### src/rtl/nivel_comida_scheduler.sv
// Food-level scheduler for the pet: 1 s prescaler, timed decay, feed acceptance
// with a cooldown window, and a frozen, manually stepped test mode.
module nivel_comida_scheduler #(
  parameter int unsigned TICK_DIV      = 50_000_000,
  parameter int unsigned DECAY_SECS    = 10,
  parameter int unsigned FEED_COOLDOWN = 2
) (
  input  logic       clk,
  input  logic       reset,
  input  logic       Boton_Comida,
  input  logic       Activo_Comida,
  input  logic       Senal_MTest,
  input  logic       Senal_Paso,
  output logic [1:0] Nivel_Comida,
  output logic       Pulso_Seg,
  output logic [7:0] Cuenta_Decaimiento,
  output logic       Alimentando,
  output logic       Evento_Comida
);

  localparam int unsigned     PW           = $clog2(TICK_DIV);
  localparam logic [PW-1:0]   PRESC_ZERO   = PW'(0);
  localparam logic [PW-1:0]   PRESC_ONE    = PW'(1);
  localparam logic [PW-1:0]   PRESC_MAX    = PW'(TICK_DIV - 1);
  localparam logic [7:0]      DECAY_RELOAD = 8'(DECAY_SECS);
  localparam logic [7:0]      COOL_RELOAD  = 8'(FEED_COOLDOWN);

  typedef enum logic [1:0] {
    S_RUN  = 2'd0,
    S_FEED = 2'd1,
    S_TEST = 2'd2
  } state_t;

  state_t        state_q, state_d;
  logic [PW-1:0] presc_q, presc_d;
  logic [1:0]    level_q, level_d;
  logic [7:0]    cuenta_q, cuenta_d;
  logic [7:0]    cool_q, cool_d;
  logic          pulso_q, pulso_d;
  logic          alim_q, alim_d;
  logic          evento_q, evento_d;
  logic          boton_hist_q;
  logic          paso_hist_q;

  logic          tick_s;
  logic          feed_edge_s;
  logic          paso_edge_s;

  function automatic logic [1:0] sat_inc(input logic [1:0] v);
    if (v == 2'd3) return 2'd3;
    else           return v + 2'd1;
  endfunction

  function automatic logic [1:0] sat_dec(input logic [1:0] v);
    if (v == 2'd0) return 2'd0;
    else           return v - 2'd1;
  endfunction

  // Button history starts at 1 so a button held through reset gives no edge.
  assign feed_edge_s = Boton_Comida & ~boton_hist_q;
  assign paso_edge_s = Senal_Paso & ~paso_hist_q;
  assign tick_s      = (state_q != S_TEST) && (presc_q == PRESC_MAX);

  // Next-state logic: mode transitions, prescaler, decay, feed and test stepping.
  always_comb begin
    state_d  = state_q;
    presc_d  = presc_q;
    level_d  = level_q;
    cuenta_d = cuenta_q;
    cool_d   = cool_q;
    evento_d = 1'b0;

    case (state_q)
      S_RUN: begin
        presc_d = tick_s ? PRESC_ZERO : presc_q + PRESC_ONE;
        if (Senal_MTest) begin
          state_d = S_TEST;
          presc_d = PRESC_ZERO;
          cool_d  = 8'd0;
        end else if (feed_edge_s && Activo_Comida) begin
          // A feed beats a coincident decay step: the step is simply dropped.
          level_d  = sat_inc(level_q);
          evento_d = 1'b1;
          cuenta_d = DECAY_RELOAD;
          cool_d   = COOL_RELOAD;
          state_d  = S_FEED;
        end else if (tick_s) begin
          if (cuenta_q > 8'd1) begin
            cuenta_d = cuenta_q - 8'd1;
          end else begin
            level_d  = sat_dec(level_q);
            cuenta_d = DECAY_RELOAD;
          end
        end else begin
          state_d = S_RUN;
        end
      end

      S_FEED: begin
        presc_d = tick_s ? PRESC_ZERO : presc_q + PRESC_ONE;
        if (Senal_MTest) begin
          state_d = S_TEST;
          presc_d = PRESC_ZERO;
          cool_d  = 8'd0;
        end else if (tick_s) begin
          cool_d = cool_q - 8'd1;
          if (cool_q == 8'd1) begin
            state_d = S_RUN;
          end else begin
            state_d = S_FEED;
          end
        end else begin
          state_d = S_FEED;
        end
      end

      S_TEST: begin
        presc_d = PRESC_ZERO;
        cool_d  = 8'd0;
        if (!Senal_MTest) begin
          state_d  = S_RUN;
          cuenta_d = DECAY_RELOAD;
        end else if (paso_edge_s) begin
          // Deliberate wrap so the tester can cycle through every level.
          level_d = level_q - 2'd1;
        end else begin
          state_d = S_TEST;
        end
      end

      default: begin
        state_d = S_RUN;
        presc_d = PRESC_ZERO;
        cool_d  = 8'd0;
      end
    endcase

    pulso_d = (state_d != S_TEST) && (presc_d == PRESC_MAX);
    alim_d  = (state_d == S_FEED);
  end

  // State and output registers.
  always_ff @(posedge clk or negedge reset) begin
    if (!reset) begin
      state_q      <= S_RUN;
      presc_q      <= PRESC_ZERO;
      level_q      <= 2'd3;
      cuenta_q     <= DECAY_RELOAD;
      cool_q       <= 8'd0;
      pulso_q      <= 1'b0;
      alim_q       <= 1'b0;
      evento_q     <= 1'b0;
      boton_hist_q <= 1'b1;
      paso_hist_q  <= 1'b1;
    end else begin
      state_q      <= state_d;
      presc_q      <= presc_d;
      level_q      <= level_d;
      cuenta_q     <= cuenta_d;
      cool_q       <= cool_d;
      pulso_q      <= pulso_d;
      alim_q       <= alim_d;
      evento_q     <= evento_d;
      boton_hist_q <= Boton_Comida;
      paso_hist_q  <= Senal_Paso;
    end
  end

  assign Nivel_Comida       = level_q;
  assign Pulso_Seg          = pulso_q;
  assign Cuenta_Decaimiento = cuenta_q;
  assign Alimentando        = alim_q;
  assign Evento_Comida      = evento_q;

endmodule

### config.mk
export PLATFORM = sky130hd
export DESIGN_NAME = nivel_comida_scheduler
export DESIGN_NICKNAME = d
export VERILOG_FILES = /design/src/rtl/nivel_comida_scheduler.sv
export SDC_FILE = /design/constraint.sdc
export NUM_CORES = 1
export LEC_CHECK = 0
export CAP_MARGIN = 20
export CORE_UTILIZATION = 50
export CTS_CLUSTER_DIAMETER = 200
export DETAILED_ROUTE_END_ITERATION = 10
export PLACE_DENSITY = 0.69
export RECOVER_POWER = 25
export SETUP_SLACK_MARGIN = 0.2
export SLEW_MARGIN = 5
export SYNTH_ARGS = -nofsm -noshare
export SYNTH_HDL_FRONTEND = slang
export SYNTH_SLANG_ARGS = --single-unit
### constraint.sdc
create_clock -name clk -period 4.9 [get_ports clk]
set_input_delay 0.49 -clock clk [delete_from_list [all_inputs] [get_ports clk]]
set_output_delay 0.49 -clock clk [all_outputs]
set_load 0.01 [all_outputs]
==> out/metrics.cfg, run 1 <==
[clock_network]
cts_tree=done
cts_buffer_depth=2
cts_root_buffer=clkbuf_8
path_clk_slew_ns=0.09
cts_resized=0
cts_setup_buffers=0
numCtsBuffers=5
h-tree-depth=2
ctsHoldBuffers=0
clock_latency_ns=0.30
clock_sinks=51

[status]
failed_checks=max-capacitance violations, max-slew violations
status=complete, but fails checks

[placed_design]
place_congestion=0.892
numPortBuffers=18
dp_hpwl_um=4190
pre_cts_ws_ns=2.07
placed_area_um2=3150

[drt]
route.met3.wl_um=210
route.detailed.drc=0
final_antenna_net_count=0
avgRoutedWirePerCell_um=14.6
totalWireLength_um=5880
drtIter0Drc=174
wl_met2_um=2680
via_per_inst=5.64
top_layer=met4
drtPass1Iterations=4
vias=2268
wl_met1_um=2880

[sta]
setup_tns_ns=0
relSlewSlack_pct=-73.6
hold_viol_final=0
period_share_pct=55.4
setup_viol=0
maxSlewViolCount=52
skew_ns=0.00835
fmax_mhz=369
fin_crit_ns=2.71
whs_ns=0.524
rsz0062_at_grt=false
worst_pin_slew_ns=2.60
timing.final.ws_setup_ns=2.19

[critical_path]
path_class=flop to flop
cp_slowest_cell=or4b_2
required_ns=5.10
arrival_ns=2.91
cp_cell_sequence=ha_1, and3_1, nand2_1, nor3_1, buf_4, nand2b_1, buf_4, or4b_2, nor4_2
startpoint=presc_q[0]
rrSetupSlack_ns=2.19
regToRegStartpoint=presc_q[0]
cp-endpoint=Pulso_Seg
cpMostUsedCell=buf_4
r2r_cells=9
critPathMaxStageDelay_ns=0.70
worstReg2RegEnd=Pulso_Seg
worstPathMaxFanout=27
start_kind=flop
end_kind=flop

[final_layout]
design_area_um2=3260
area_delta_synth_final_pct=10.7
final_common_cell=nor2_1
layout.cells.most_common_list=nor2_1 (55), dfrtp_1 (45), xor2_1 (19)
fin_nets=344
drive_gt1_share_pct=7.58
antenna_cells=0

[yosys]
seq_area_frac_synth_pct=43.6
ys_ff_latch=51
synth-main-ff-cell=dfrtp_1
syn_area_per_cell_um2=9.29
async_reset_ff_share_pct=100
synth-edff-count=0
synth_top_cell_area_share_pct=38.2
yosysWarnings=0
synthTopCellsByArea=dfrtp_1 (38%), nor2_1 (7.0%), xor2_1 (5.6%)
netlist_instances=317
synth_area_um2=2950
syn_nets=332
synth_cell_types=53
synth_top_area_cell=dfrtp_1

[die]
dieArea_um2=6200
die_w_um=78.8
placementRows=27
fp.dieH_um=78.8
initial_utilization_pct=52.5
ios=19
core_um2=5610

[pwr]
power_density_nw_per_um2=298
p_leak_nw=1.30
ir_drop_mv=0.162

[global_route]
grt_pass1_vias=2151
grt_max_degree=52
grt_use_total_pct=20.9
grt-ovfl-total=0
grt_pass1_wl_um=10100
antenna_found_initial=0

[flow_run]
maxCapViolations=1

[hold_path]
min_path_type=flop to flop

## critical path, delay by kind of cell (launching register included)
family                     cells  cell delay [ns]
DFF                            1             0.44
and+or+nand+nor                6             1.51
adders and majority gates      1             0.23
buffers and inverters          2             0.41
## stage by stage
step | utilization [%] | power (mW) | std cells
floorplan | - | 0.592 | 317
global placement | 56.1 | 0.673 | 394
detailed placement | 56.1 | 0.680 | 394
CTS | 58.2 | 0.985 | 402
global route | 58.2 | 1.03 | 402
finish | 58.2 | 0.971 | 402
## cell usage after synthesis, types with 2 or more instances
cell type	n
nor2_1	55
dfrtp_1	45
xor2_1	19
nand2_1	17
nand4_1	16
xnor2_1	13
a21oi_1	11
inv_1	10
nand3_1	10
nor3_1	10
ha_1	9
and3_1	8
o21ai_0	8
clkbuf_1	7
dfstp_2	6
nand2b_1	6
and4_1	5
buf_2	5
o21ai_1	5
nor2b_1	4
o31ai_1	4
and2_1	3
nand4b_1	3
a211oi_1	2
a31oi_1	2
buf_6	2
nor4_1	2
nor4bb_1	2
o211ai_1	2
or3_1	2
or4_1	2
## cell type report
cell class	instances	area [um^2]
clock inverter	2	35.0
clock buffer	6	82.6
multi-input combinational	240	1540
fill	530	2350
inverter	10	37.5
timing repair buffer	21	194
sequential	51	1280
tap	72	90.1
## power breakdown
part / internal [mW] / switching (mW) / total (mW) / leakage, nW
Combinational: 0.0832 / 0.0951 / 0.178 / 0.557
Sequential: 0.455 / 0.0358 / 0.491 / 0.686
Clock: 0.165 / 0.136 / 0.301 / 0.0612
Total: 0.704 / 0.267 / 0.971 / 1.30
## flip-flops by register name, summed over array words and instances (netlist names)
signal              count
cool_q                  8
Pulso_Seg               1
boton_hist_q            1
Evento_Comida           1
state_q                 2
Cuenta_Decaimiento      8
Alimentando             1
Nivel_Comida            2
presc_q                26
paso_hist_q             1
## logic make-up after synthesis
family | count (synthesis) | share of synthesized area [%]
simple gates | 153 | 28.0
flops | 51 | 43.6
xor+xnor | 32 | 9.52
buf+inv | 26 | 4.16
compound gates | 45 | 10.6
mux | 1 | 0.340
fa+ha+maj | 9 | 3.82
## routing by layer
layer | global-route usage (%) | vias up
met5 | 0 | -
met1 | 28.8 | 1082
met2 | 32.2 | 43
met3 | 4.02 | 8
li1 | - | 1135
met4 | 8.89 | 0
## worst min path at each step
stage | start | endpoint | slack, ns | depth (start not counted)
after floorplan | reset | Alimentando | 0.19 | 0
after global routing | Cuenta_Decaimiento[7] | Cuenta_Decaimiento[7] | 0.55 | 1
final | Cuenta_Decaimiento[7] | Cuenta_Decaimiento[7] | 0.52 | 1
after CTS | reset | state_q[1] | 0.31 | 2
after global placement | Cuenta_Decaimiento[7] | Cuenta_Decaimiento[7] | 0.52 | 1
after detailed placement | Cuenta_Decaimiento[7] | Cuenta_Decaimiento[7] | 0.51 | 1
No activity file was read; power rests on OpenSTA's default activity.
==> run 2, diff against run 1 <==
==> constraint.sdc (replaced) <==
create_clock -name clk -period 2.7 [get_ports clk]
set_input_delay 0.27 -clock clk [delete_from_list [all_inputs] [get_ports clk]]
set_output_delay 0.27 -clock clk [all_outputs]
set_load 0.01 [all_outputs]
==> run 2 against run 1 <==
  * Critical path depth shrank 3
  * First-iteration DRC count shrank 28%
  * Worst setup slack lost 1.9 ns
  * Maximum frequency grew 12%
  * Register-to-register slack lost 1.9 ns
  * Routed wire length grew 6.1%
  * Count of clock-buffer cells in the layout is the same
  * Die area is the same
  * Combinational power grew 85%
  * The flow now finishes without violations
  * Clock power grew 110%
  * Design area grew 2.6%
  * Clock skew shrank 0.0034 ns
==> out/metrics.cfg, run 2 (synthesis results as in run 1) <==
[drt]
via_per_inst=5.83  ; was 5.64
vias=2380  ; was 2268
route.detailed.drc=0  ; unchanged
totalWireLength_um=6240  ; was 5880 um
avgRoutedWirePerCell_um=15.3  ; was 14.6 um
drtPass1Iterations=6  ; was 4
final_antenna_net_count=0  ; unchanged
drtIter0Drc=125  ; was 174

[die]
fp.dieH_um=78.8  ; unchanged
ios=19  ; unchanged
die_w_um=78.8  ; unchanged
dieArea_um2=6200  ; unchanged
core_um2=5610  ; unchanged
placementRows=27  ; unchanged
initial_utilization_pct=52.5  ; unchanged

[placed_design]
place_congestion=0.899  ; was 0.892
placed_area_um2=3180  ; was 3150 um^2
pre_cts_ws_ns=0.201  ; was 2.07 ns
numPortBuffers=18  ; unchanged
dp_hpwl_um=4290  ; was 4190 um
dp_cells=398  ; was 394

[critical_path]
required_ns=2.91  ; was 5.10 ns
path_class=flop to flop  ; unchanged
arrival_ns=2.64  ; was 2.91 ns
start_kind=flop  ; unchanged
end_kind=flop  ; unchanged
worstPathMaxFanout=8  ; was 27

[flow_run]
maxCapViolations=0  ; was 1

[pwr]
power_density_nw_per_um2=550  ; was 298 nW/um^2
p_leak_nw=1.36  ; was 1.30 nW
ir_drop_mv=0.286  ; was 0.162 mV
finalPower_mw=1.84  ; was 0.971 mW

[global_route]
grt_max_degree=52  ; unchanged
grt_pass1_vias=2258  ; was 2151
grt_pass1_wl_um=10800  ; was 10100 um
grt-ovfl-total=0  ; unchanged
antenna_found_initial=0  ; unchanged
grt_use_total_pct=22.2  ; was 20.9%

[clock_network]
cts_root_buffer=clkbuf_8  ; unchanged
cts_tree=done  ; unchanged
h-tree-depth=2  ; unchanged
clock_sinks=51  ; unchanged
clock_latency_ns=0.31  ; was 0.30 ns
numCtsBuffers=5  ; unchanged
path_clk_slew_ns=0.09  ; about the same
ctsHoldBuffers=0  ; unchanged
cts_buffer_depth=2  ; unchanged

[sta]
period_share_pct=89.9  ; was 55.4%
maxSlewViolCount=0  ; was 52
setup_tns_ns=0  ; unchanged
timing.final.ws_setup_ns=0.272  ; was 2.19 ns
hold_viol_final=0  ; unchanged
worst_pin_slew_ns=1.27  ; was 2.60 ns
skew_ns=0.00494  ; was 0.00835 ns
setup_viol=0  ; unchanged
fmax_mhz=412  ; was 369 MHz
relSlewSlack_pct=15.5  ; was -73.6%
fin_crit_ns=2.43  ; was 2.71 ns
whs_ns=0.308  ; was 0.524 ns
rsz0062_at_grt=true  ; was false

[status]
status=finished, final reports clean  ; was complete, but fails checks

[hold_path]
min_path_type=primary input to async pin  ; was flop to flop

[final_layout]
fillCellCount=491  ; was 530
multiInputGateArea_um2=1560  ; was 1540 um^2
antenna_cells=0  ; unchanged
largest_reg_flops=26  ; unchanged
design_area_um2=3350  ; was 3260 um^2
regArea_um2=1290  ; was 1280 um^2
final_common_cell=nor2_1  ; unchanged
fin_nets=350  ; was 344
layout.cells.most_common_list=nor2_1 (55), dfrtp_1 (43), xor2_1 (19)  ; was nor2_1 (55), dfrtp_1 (45), xor2_1 (19)
fin_cells=408  ; was 402
drive_gt1_share_pct=11.0  ; was 7.58%
area_delta_synth_final_pct=13.6  ; was 10.7%
fin_util_pct=59.7  ; was 58.2%
regMostFlops=presc_q  ; unchanged

-- run 2: path summary, 6_finish.rpt --
| path | from | end | slack (ns) | depth (start not counted) |
|---|---|---|---|---|
| max | presc_q[11] | Pulso_Seg | 0.27 | 6 |
| min | reset | Cuenta_Decaimiento[5] | 0.31 | 2 |
| max reg2reg | presc_q[11] | Pulso_Seg | 0.27 | 6 |
| min reg2reg | cool_q[7] | cool_q[7] | 0.54 | 2 |
| max in group asynchronous | reset | presc_q[9] | 1.54 | 2 |
| min in group clk | cool_q[7] | cool_q[7] | 0.54 | 2 |
-- run 2: critical path, cell delays in order (launching register included) --
cell and delay, ns:
dfrtp_1 0.53, and4_1 0.33, nand4_4 0.16, or4_4 0.53, a2111oi_4 0.37, o221ai_2 0.15
nor4_2 0.26
-- run 2: repair_timing --
item	in CTS	in global routing
gates resized for setup	2	6
endpoints found under the setup margin	1	3
setup buffers	0	2
cloned	0	0
-- run 2: layer usage --
metal	track usage, %	vias to the layer above	wire length, um
met3	3.91	8	201
met4	6.30	0	76
li1	-	1153	-
met1	31.1	1170	3080
met5	0	-	0
met2	35.1	49	2880
-- run 2: final cells by class --
| class | count | area share, % |
|---|---|---|
| timing repair buffer | 27 | 7.18 |
| multi-input combinational | 240 | 46.6 |
| inverter | 10 | 1.12 |
| clock inverter | 2 | 1.79 |
| clock buffer | 6 | 2.17 |
| sequential | 51 | 38.4 |
| tap | 72 | 2.69 |
-- run 2: power breakdown --
group	leakage [nW]	switching (mW)	total, mW	internal, mW
Sequential	0.682	0.0603	0.887	0.826
Combinational	0.607	0.177	0.330	0.154
Clock	0.0654	0.253	0.623	0.370
==> run 3, diff against run 2 <==
--- a/config.mk
+++ b/config.mk
@@ -5,6 +5,7 @@
 export SDC_FILE = /design/constraint.sdc
 export NUM_CORES = 1
 export LEC_CHECK = 0
+export ABC_AREA = 1
 export CAP_MARGIN = 20
 export CORE_UTILIZATION = 50
 export CTS_CLUSTER_DIAMETER = 200
==> run 3 against run 2 <==
  * Via count increased by 17%
  * Worst setup slack better by 0.41 ns
  * Highest routed layer unchanged
  * Worst hold slack better by 0.19 ns
  * Flip-flop and latch count unchanged
  * Critical endpoint unchanged
  * Register-to-register slack better by 0.41 ns
  * Sequential share of layout area shrank 2.1 points
  * Cell count rose by 31%
  * Design area increased by 5.7%
  * Sequential power up 2.8%
  * Combinational power is 37% higher
==> out/metrics.cfg, run 3 <==
[critical_path]
cp_cell_sequence=ha_1, nand2_1, inv_1, nand2_1, nor2_4, nand2_4, nand2_2, nor2_1, nand2_1, nor2_1, nand3_1, nor2_1  ; was and4_1, nand4_4, or4_4, a2111oi_4, o221ai_2, nor4_2
end_kind=flop  ; unchanged
critPathMaxStageDelay_ns=0.42  ; was 0.53 ns
worstPathMaxFanout=11  ; was 8
cp_slowest_cell=dfrtp_1  ; unchanged
path_class=flop to flop  ; unchanged
rrSetupSlack_ns=0.68  ; was 0.27 ns
arrival_ns=2.26  ; was 2.64 ns
required_ns=2.94  ; was 2.91 ns
start_kind=flop  ; unchanged

[global_route]
antenna_found_initial=0  ; unchanged
grt_max_degree=37  ; was 52
grt-ovfl-total=0  ; unchanged
grt_use_total_pct=23.7  ; was 22.2%
grt_pass1_vias=2636  ; was 2258
grt_pass1_wl_um=12000  ; was 10800 um

[final_layout]
layout.cells.most_common_list=nand2_1 (112), nor2_1 (78), inv_1 (49)  ; was nor2_1 (55), dfrtp_1 (43), xor2_1 (19)
area_delta_synth_final_pct=11.3  ; was 13.6%
largest_reg_flops=26  ; unchanged
final_common_cell=nand2_1  ; was nor2_1
fin_nets=474  ; was 350
antenna_cells=0  ; unchanged
regMostFlops=presc_q  ; unchanged
fillCellCount=588  ; was 491
drive_gt1_share_pct=9.13  ; was 11.0%

[pwr]
finalPower_mw=1.80  ; was 1.84 mW
power_density_nw_per_um2=508  ; was 550 nW/um^2
p_leak_nw=1.60  ; was 1.36 nW
ir_drop_mv=0.520  ; was 0.286 mV

[yosys]
syn_area_per_cell_um2=7.34  ; was 9.29 um^2
synth_top_area_cell=dfrtp_1  ; unchanged
synth-main-ff-cell=dfrtp_1  ; unchanged
synth_area_um2=3180  ; was 2950 um^2
synth_cell_types=35  ; was 53
syn_nets=448  ; was 332
synth_most_common_cell=nand2_1  ; was nor2_1
yosysWarnings=0  ; unchanged
synthTopCellsByArea=dfrtp_1 (35%), nand2_1 (13%), nor2_1 (9.2%)  ; was dfrtp_1 (38%), nor2_1 (7.0%), xor2_1 (5.6%)
ys_ff_latch=51  ; unchanged
synthTopCellsByCount=nand2_1 (111), nor2_1 (78), inv_1 (49), dfrtp_1 (45), nand3_1 (24)  ; was nor2_1 (55), dfrtp_1 (45), xor2_1 (19), nand2_1 (17), nand4_1 (16)
netlist_instances=433  ; was 317
async_reset_ff_share_pct=100  ; unchanged
synth-edff-count=0  ; unchanged
synth_top_cell_area_share_pct=35.4  ; was 38.2%
seq_area_frac_synth_pct=40.4  ; was 43.6%

[die]
fp.dieH_um=81.7  ; was 78.8 um
ios=19  ; unchanged
placementRows=28  ; was 27
dieArea_um2=6680  ; was 6200 um^2
core_um2=6030  ; was 5610 um^2
die_w_um=81.7  ; was 78.8 um
initial_utilization_pct=52.8  ; was 52.5%

[drt]
vias=2795  ; was 2380
totalWireLength_um=6980  ; was 6240 um
route.detailed.drc=0  ; unchanged
drtIter0Drc=209  ; was 125
drtPass1Iterations=4  ; was 6
via_per_inst=5.22  ; was 5.83
avgRoutedWirePerCell_um=13.0  ; was 15.3 um
final_antenna_net_count=0  ; unchanged

[sta]
period_share_pct=74.8  ; was 89.9%
fmax_mhz=495  ; was 412 MHz
worst_pin_slew_ns=0.903  ; was 1.27 ns
timing.final.ws_setup_ns=0.680  ; was 0.272 ns
relSlewSlack_pct=39.8  ; was 15.5%
skew_ns=0.00516  ; was 0.00494 ns
setup_tns_ns=0  ; unchanged
hold_viol_final=0  ; unchanged
setup_viol=0  ; unchanged
rsz0062_at_grt=false  ; was true
maxSlewViolCount=0  ; unchanged
fin_crit_ns=2.02  ; was 2.43 ns

[clock_network]
cts_buffer_depth=2  ; unchanged
cts_root_buffer=clkbuf_8  ; unchanged
numCtsBuffers=5  ; unchanged
h-tree-depth=2  ; unchanged
clock_latency_ns=0.30  ; was 0.31 ns
cts_setup_buffers=0  ; unchanged
cts_tree=done  ; unchanged
path_clk_slew_ns=0.09  ; about the same
clock_sinks=51  ; unchanged

[placed_design]
numPortBuffers=18  ; unchanged
dp_hpwl_um=5420  ; was 4290 um
place_congestion=0.900  ; was 0.899
pre_cts_ws_ns=0.619  ; was 0.201 ns

[flow_run]
maxCapViolations=0  ; unchanged

[status]
status=finished, final reports clean  ; unchanged

[hold_path]
min_path_type=flop to flop  ; was primary input to async pin

-- run 3: logic make-up (layout without fill, tap and decap cells) --
kind of cell / Yosys count / count (layout) / share of synthesized area, %
XOR/XNOR: 8 / 8 / 2.20
adder cells (fa/ha/maj): 9 / 9 / 3.54
buffers and inverters: 55 / 82 / 6.81
flip-flops: 51 / 51 / 40.4
AND/OR/NAND/NOR: 266 / 266 / 38.9
AO/OA/AOI/OAI: 44 / 44 / 8.15
-- run 3: path summary, 6_finish.rpt --
check,startpoint,end,cells past startpoint
min reg2reg,presc_q[0],presc_q[0],1
max,presc_q[0],Pulso_Seg,12
max reg2reg,presc_q[0],Pulso_Seg,12
max in group asynchronous,reset,presc_q[25],3
min,presc_q[0],presc_q[0],1
min in group asynchronous,reset,presc_q[3],2
-- run 3: final cells by class --
cell class                 instances  area (um^2)  area share (%)
clock inverter                     2         12.5           0.354
clock buffer                       6         72.6            2.05
tap                               75         93.8            2.65
timing repair buffer              22          204            5.76
sequential                        51         1280            36.3
inverter                          52          195            5.52
multi-input combinational        327         1680            47.4
-- run 3: power by group --
part,leakage (nW),internal (mW),switching [mW]
logic,0.875,0.203,0.248
clock network,0.0412,0.182,0.253
registers,0.683,0.845,0.0666
total,1.60,1.23,0.568
-- run 3: metal layers --
layer  part of all wire, %  track usage (%)  wire length [um]
met2                    48             37.5              3320
met3                   4.6             3.89               318
met4                   1.9             7.37               136
met1                    46             32.8              3210
met5                     0                0                 0
-- run 3: worst max-delay path: cells and delay by family, from the launching register on --
family | cells | cell delay [ns]
flip-flops | 1 | 0.42
AND/OR/NAND/NOR | 10 | 1.20
buffers and inverters | 1 | 0.10
adder cells (fa/ha/maj) | 1 | 0.24
-- run 3: timing repair --
item | 4_1_cts | 5_1_grt
resized for setup | 0 | 0
hold endpoints to repair | 15 | 0
hold buffers | 1 | 0
-- run 3: stage by stage --
stage,hold WS [ns],util (%),std cells,cell area (um^2)
global route,0.520,58.7,535,3540
floorplan,-0.0256,-,433,3180
CTS,0.377,58.8,535,3540
finish,0.494,58.7,535,3540
detailed placement,0.218,57.2,526,3450
global placement,0.215,57.2,526,3450
